### config.mk
export PLATFORM = sky130hd
export DESIGN_NAME = link_rx_buffer
export DESIGN_NICKNAME = d
export VERILOG_FILES = /design/src/rtl/link_pkg.sv /design/src/rtl/link_frame_acc.sv /design/src/rtl/link_rx_buffer.sv
export SDC_FILE = /design/constraint.sdc
export NUM_CORES = 1
export LEC_CHECK = 0
export BUFFER_PORTS_ARGS = -buffer_cell sky130_fd_sc_hd__buf_2
export CORE_ASPECT_RATIO = 1.25
export CORE_MARGIN = 3
export CORE_UTILIZATION = 51
export DETAILED_ROUTE_END_ITERATION = 16
export GPL_TIMING_DRIVEN = 0
export PLACE_DENSITY = 0.74
export SYNTH_ARGS = -nofsm -noshare
export SYNTH_HDL_FRONTEND = slang
export SYNTH_HIERARCHICAL = 1
export SYNTH_SLANG_ARGS = --single-unit
### constraint.sdc
create_clock -name clk -period 2.02 [get_ports clk]
set_input_delay 0.404 -clock clk [delete_from_list [all_inputs] [get_ports clk]]
set_output_delay 0.404 -clock clk [all_outputs]
set_load 0.01 [all_outputs]
### src/rtl/link_pkg.sv
// Constants shared by the link master/slave FSMs and the receive buffer.
package link_pkg;

    localparam int unsigned BYTE_W            = 8;
    localparam int unsigned DEFAULT_FRAME_LEN = 4;

endpackage : link_pkg

### src/rtl/link_frame_acc.sv
// Frame tracker: counts pushed bytes into fixed-length frames and reports
// the mod-256 sum of each completed frame with a one-cycle done pulse.
module link_frame_acc
    import link_pkg::*;
#(
    parameter int unsigned FRAME_LEN = DEFAULT_FRAME_LEN
) (
    input  logic              clk,
    input  logic              rst,
    input  logic              i_push,
    input  logic [BYTE_W-1:0] i_data,
    output logic              o_frame_done,
    output logic [BYTE_W-1:0] o_frame_sum
);

    localparam int unsigned IDX_W = 8;

    logic [IDX_W-1:0]  r_byte_idx;
    logic [BYTE_W-1:0] r_acc;
    logic              w_last;

    assign w_last = (r_byte_idx == IDX_W'(FRAME_LEN - 1));

    // Pops never touch this state, so frames may straddle FIFO wrap.
    always_ff @(posedge clk) begin
        if (rst) begin
            r_byte_idx   <= '0;
            r_acc        <= '0;
            o_frame_sum  <= '0;
            o_frame_done <= 1'b0;
        end else begin
            o_frame_done <= 1'b0;
            if (i_push) begin
                if (w_last) begin
                    o_frame_sum  <= r_acc + i_data;
                    o_frame_done <= 1'b1;
                    r_acc        <= '0;
                    r_byte_idx   <= '0;
                end else begin
                    r_acc      <= r_acc + i_data;
                    r_byte_idx <= r_byte_idx + IDX_W'(1);
                end
            end
        end
    end

endmodule : link_frame_acc

### src/rtl/link_rx_buffer.sv
// Receive-side FWFT byte FIFO behind the link slave, with per-frame sum
// reporting and a sticky overflow flag for bytes offered while full.
module link_rx_buffer
    import link_pkg::*;
#(
    parameter int unsigned DEPTH     = 4,
    parameter int unsigned FRAME_LEN = DEFAULT_FRAME_LEN
) (
    input  logic                     clk,
    input  logic                     rst,
    input  logic                     in_valid,
    input  logic [BYTE_W-1:0]        in_data,
    output logic                     in_ready,
    output logic                     out_valid,
    output logic [BYTE_W-1:0]        out_data,
    input  logic                     out_ready,
    output logic [$clog2(DEPTH):0]   count,
    output logic                     frame_done,
    output logic [BYTE_W-1:0]        frame_sum,
    output logic                     err_ovf
);

    localparam int unsigned AW = $clog2(DEPTH);

    logic [BYTE_W-1:0] r_mem [DEPTH];
    logic [AW-1:0]     r_wr_ptr;
    logic [AW-1:0]     r_rd_ptr;
    logic              w_full;
    logic              w_empty;
    logic              w_push;
    logic              w_pop;

    assign w_full    = (count == (AW+1)'(DEPTH));
    assign w_empty   = (count == '0);
    assign in_ready  = !w_full;
    assign out_valid = !w_empty;
    assign out_data  = w_empty ? '0 : r_mem[r_rd_ptr];
    assign w_push    = in_valid && in_ready;
    assign w_pop     = out_valid && out_ready;

    // Storage is not reset; occupancy alone decides what is visible.
    always_ff @(posedge clk) begin
        if (w_push) begin
            r_mem[r_wr_ptr] <= in_data;
        end
    end

    // Pointers wrap naturally since DEPTH is a power of two.
    always_ff @(posedge clk) begin
        if (rst) begin
            r_wr_ptr <= '0;
            r_rd_ptr <= '0;
            count    <= '0;
            err_ovf  <= 1'b0;
        end else begin
            if (w_push) begin
                r_wr_ptr <= r_wr_ptr + AW'(1);
            end
            if (w_pop) begin
                r_rd_ptr <= r_rd_ptr + AW'(1);
            end
            case ({w_push, w_pop})
                2'b10:   count <= count + (AW+1)'(1);
                2'b01:   count <= count - (AW+1)'(1);
                default: count <= count;
            endcase
            if (in_valid && !in_ready) begin
                err_ovf <= 1'b1;
            end
        end
    end

    link_frame_acc #(
        .FRAME_LEN (FRAME_LEN)
    ) u_frame_acc (
        .clk          (clk),
        .rst          (rst),
        .i_push       (w_push),
        .i_data       (in_data),
        .o_frame_done (frame_done),
        .o_frame_sum  (frame_sum)
    );

endmodule : link_rx_buffer

==> impl_metrics.toml <==
[critical_path]
cp_num_buf_inv = 2
critPathCaptureType = "output port"
crit_slowest_cell = "mux4_2"
crit_chain = "buf_12 > mux4_2 > nor2b_1 > buf_2"
critPathTopFamily = "multiplexers"
worstSetupPathType = "reg2out"
critPathArrivalTime_ps = 1580
cp_slowest_stage_delay_ps = 480
worstPathRequired_ps = 1620
worstSetupStartpointType = "flip-flop"
path_max_fanout = 8

[logic_synthesis]
synthTopCellsByArea = "edfxtp_1, dfxtp_1, mux4_2"
ys_seq_area_share_pct = 53.6
synth_top_area_share_pct = 31.0
yosysTopAreaCell = "edfxtp_1"
ys_async_sr_fraction_pct = 0
synth_edf_count = 32
syn_inst = 255
syn_avg_cell_area_sq_um = 12.1
yosys_warnings = 6
ys_types = 55
synth.net_count = 282
ys_seq_elements = 67
yosys_most_used_dff = "dfxtp_1"
syn_area_sq_um = 3100

[sta]
slew_headroom_pct = 66.0
fin_ws_ps = 35.8
setup_violations = 0
drv_slew = 0
rsz0062_at_grt = "true"
hold_viol = 0
worst_pin_slew_ps = 510
fin_crit_ps = 1980
fin_worst_skew_ps = 12.9
post-route-period-util_pct = 98.2
fmax_ghz = 0.504

[floorplanning]
initial_core_util_pct = 52.9
core-area_sq_um = 5860
fp.dieArea_sq_um = 7050
rows = 31
die_x_um = 75.7
boundaryPins = 35
die-height_um = 93.1

[layout]
fin_cells = 393
layout_commonest_cell = "buf_2"
syn_to_final_growth_pct = 20.1
final_nets = 333
most-common-layout-cells = "buf_2, edfxtp_1, dfxtp_1, nor2_1"
finalCoreUtilization_pct = 63.5
drive_gt1_share_pct = 31.5
diodes = 0

[hold_path]
hold_class = "in2reg"

[global_routing]
grtUsageTotal_pct = 18.3
grt_max_degree = 14
antenna_found_initial = 0
grt.overflow.total = 0
grt_pass1_vias = 2098
grt_pass1_wl_um = 9680

[drt]
vias_per_cell = 5.30
highest_layer = "met4"
routedWlPerCell_um = 15.2
ant_nets = 0
wl_met1_um = 2490
vias = 2083
drc = 0
met3_length_um = 266
wirelength_um = 5970
met2WireLength_um = 3100
drtIter0Drc = 97
drtPass1Iterations = 4

[clock_network]
hold_buffers = 0
clkLatencyLatePin_ps = 340
cts_buffer_depth = 2
cts_tree = "built"
root_buffer = "clkbuf_8"
numCtsBuffers = 9
path_clk_slew_ps = 80
htree_num_levels = 3
cts.sinks = 67

[power_and_ir_drop]
powerDensity_nw_per_um2 = 1090
ir_drop_mv = 0.586
leakage_uw = 0.00144

[placement]
dp_slack_ps = -196
gp_congestion = 0.781
portBuffers = 34
dp_hpwl_um = 4050
dpl.cell_count = 371

[flow_run]
drv_cap = 0

[run_status]
outcome = "finished clean"
stage by stage:
stage	instance area [sq um]	total power (uW)	setup TNS, ps	hold WS, ps
4_1_cts	3640	4050	0	287
2_1_floorplan	3130	2590	0	465
3_5_place_dp	3400	2910	-798	445
3_3_place_gp	3400	2880	-627	446
6_report	3720	4070	0	297
5_1_grt	3720	4330	-217	287
power by group:
| group | leakage (uW) | switching, uW | internal, uW |
|---|---|---|---|
| clock network | 0.0000881 | 534 | 575 |
| registers | 0.000582 | 102 | 1590 |
| logic | 0.000771 | 642 | 632 |
path summary, 6_finish.rpt:
path	from	to	slack [ps]	depth (start not counted)
worst max-delay path	flip-flop	out_data[1]	40	4
worst min-delay path	in_data[4]	r_mem[0][4]	300	1
worst max register to register	u_frame_acc/r_byte_idx[0]	u_frame_acc/o_frame_sum[5]	40	6
worst min register to register	err_ovf	err_ovf	470	2
cell families after synthesis:
| kind of cell | Yosys count | share of synthesized area, % |
|---|---|---|
| AOI/OAI and AO/OA | 45 | 10.0 |
| and+or+nand+nor | 81 | 15.8 |
| buffers and inverters | 24 | 3.35 |
| xor gates and xnor gates | 13 | 4.12 |
| DFF | 67 | 53.6 |
| muxes | 10 | 6.50 |
| adders and majority gates | 15 | 6.54 |
flip-flops by register name, indices dropped and copies added (netlist names), named ones only:
signal                    flops
u_frame_acc/r_byte_idx        8
u_frame_acc/r_acc             8
r_wr_ptr                      2
err_ovf                       1
r_mem                        32
count                         3
u_frame_acc/o_frame_sum       8
r_rd_ptr                      2
u_frame_acc/o_frame_done      1
worst register-to-register path, delay by kind of cell, from the launching register on:
family	cells	cell delay, ps
AND/OR/NAND/NOR	2	810
flip-flops	1	370
AO/OA/AOI/OAI	2	350
buffers and inverters	1	180
adder cells (fa/ha/maj)	1	160
Yosys cell counts, types with 2 or more instances:
cell / count
a21oi_1: 14
a22o_1: 6
and2_1: 4
and2b_1: 2
clkbuf_1: 4
dfxtp_1: 35
edfxtp_1: 32
fa_1: 2
ha_1: 13
inv_1: 16
mux4_2: 8
nand2_1: 10
nand2b_1: 4
nand3_1: 2
nand4_1: 2
nor2_1: 23
nor2b_1: 11
nor2b_4: 2
nor3_1: 3
o211ai_1: 2
o21a_1: 2
o21ai_0: 7
o311ai_1: 3
o31ai_1: 2
or3_1: 4
or4_1: 2
or4b_4: 2
xnor2_1: 4
xor2_1: 8
metal layers:
| metal | GRT usage (%) | up-vias |
|---|---|---|
| li1 | - | 1025 |
| met2 | 30.8 | 59 |
| met3 | 4.30 | 13 |
| met1 | 22.1 | 986 |
| met5 | 0 | - |
| met4 | 7.43 | 0 |
repair_timing:
action,in CTS,in global routing
buffers inserted,2,5
resized for setup,5,13
pin swaps,3,6
setup endpoints to repair,20,29
cell type report:
cell class / instances / area (sq um)
Buffer: 7 / 48.8
Clock buffer: 9 / 124
Clock inverter: 7 / 77.6
Fill cell: 455 / 2140
Inverter: 16 / 60.1
Multi-Input combinational cell: 164 / 1410
Sequential cell: 67 / 1670
Tap cell: 82 / 103
Timing Repair Buffer: 41 / 229
No activity file was read; power rests on OpenSTA's default activity.
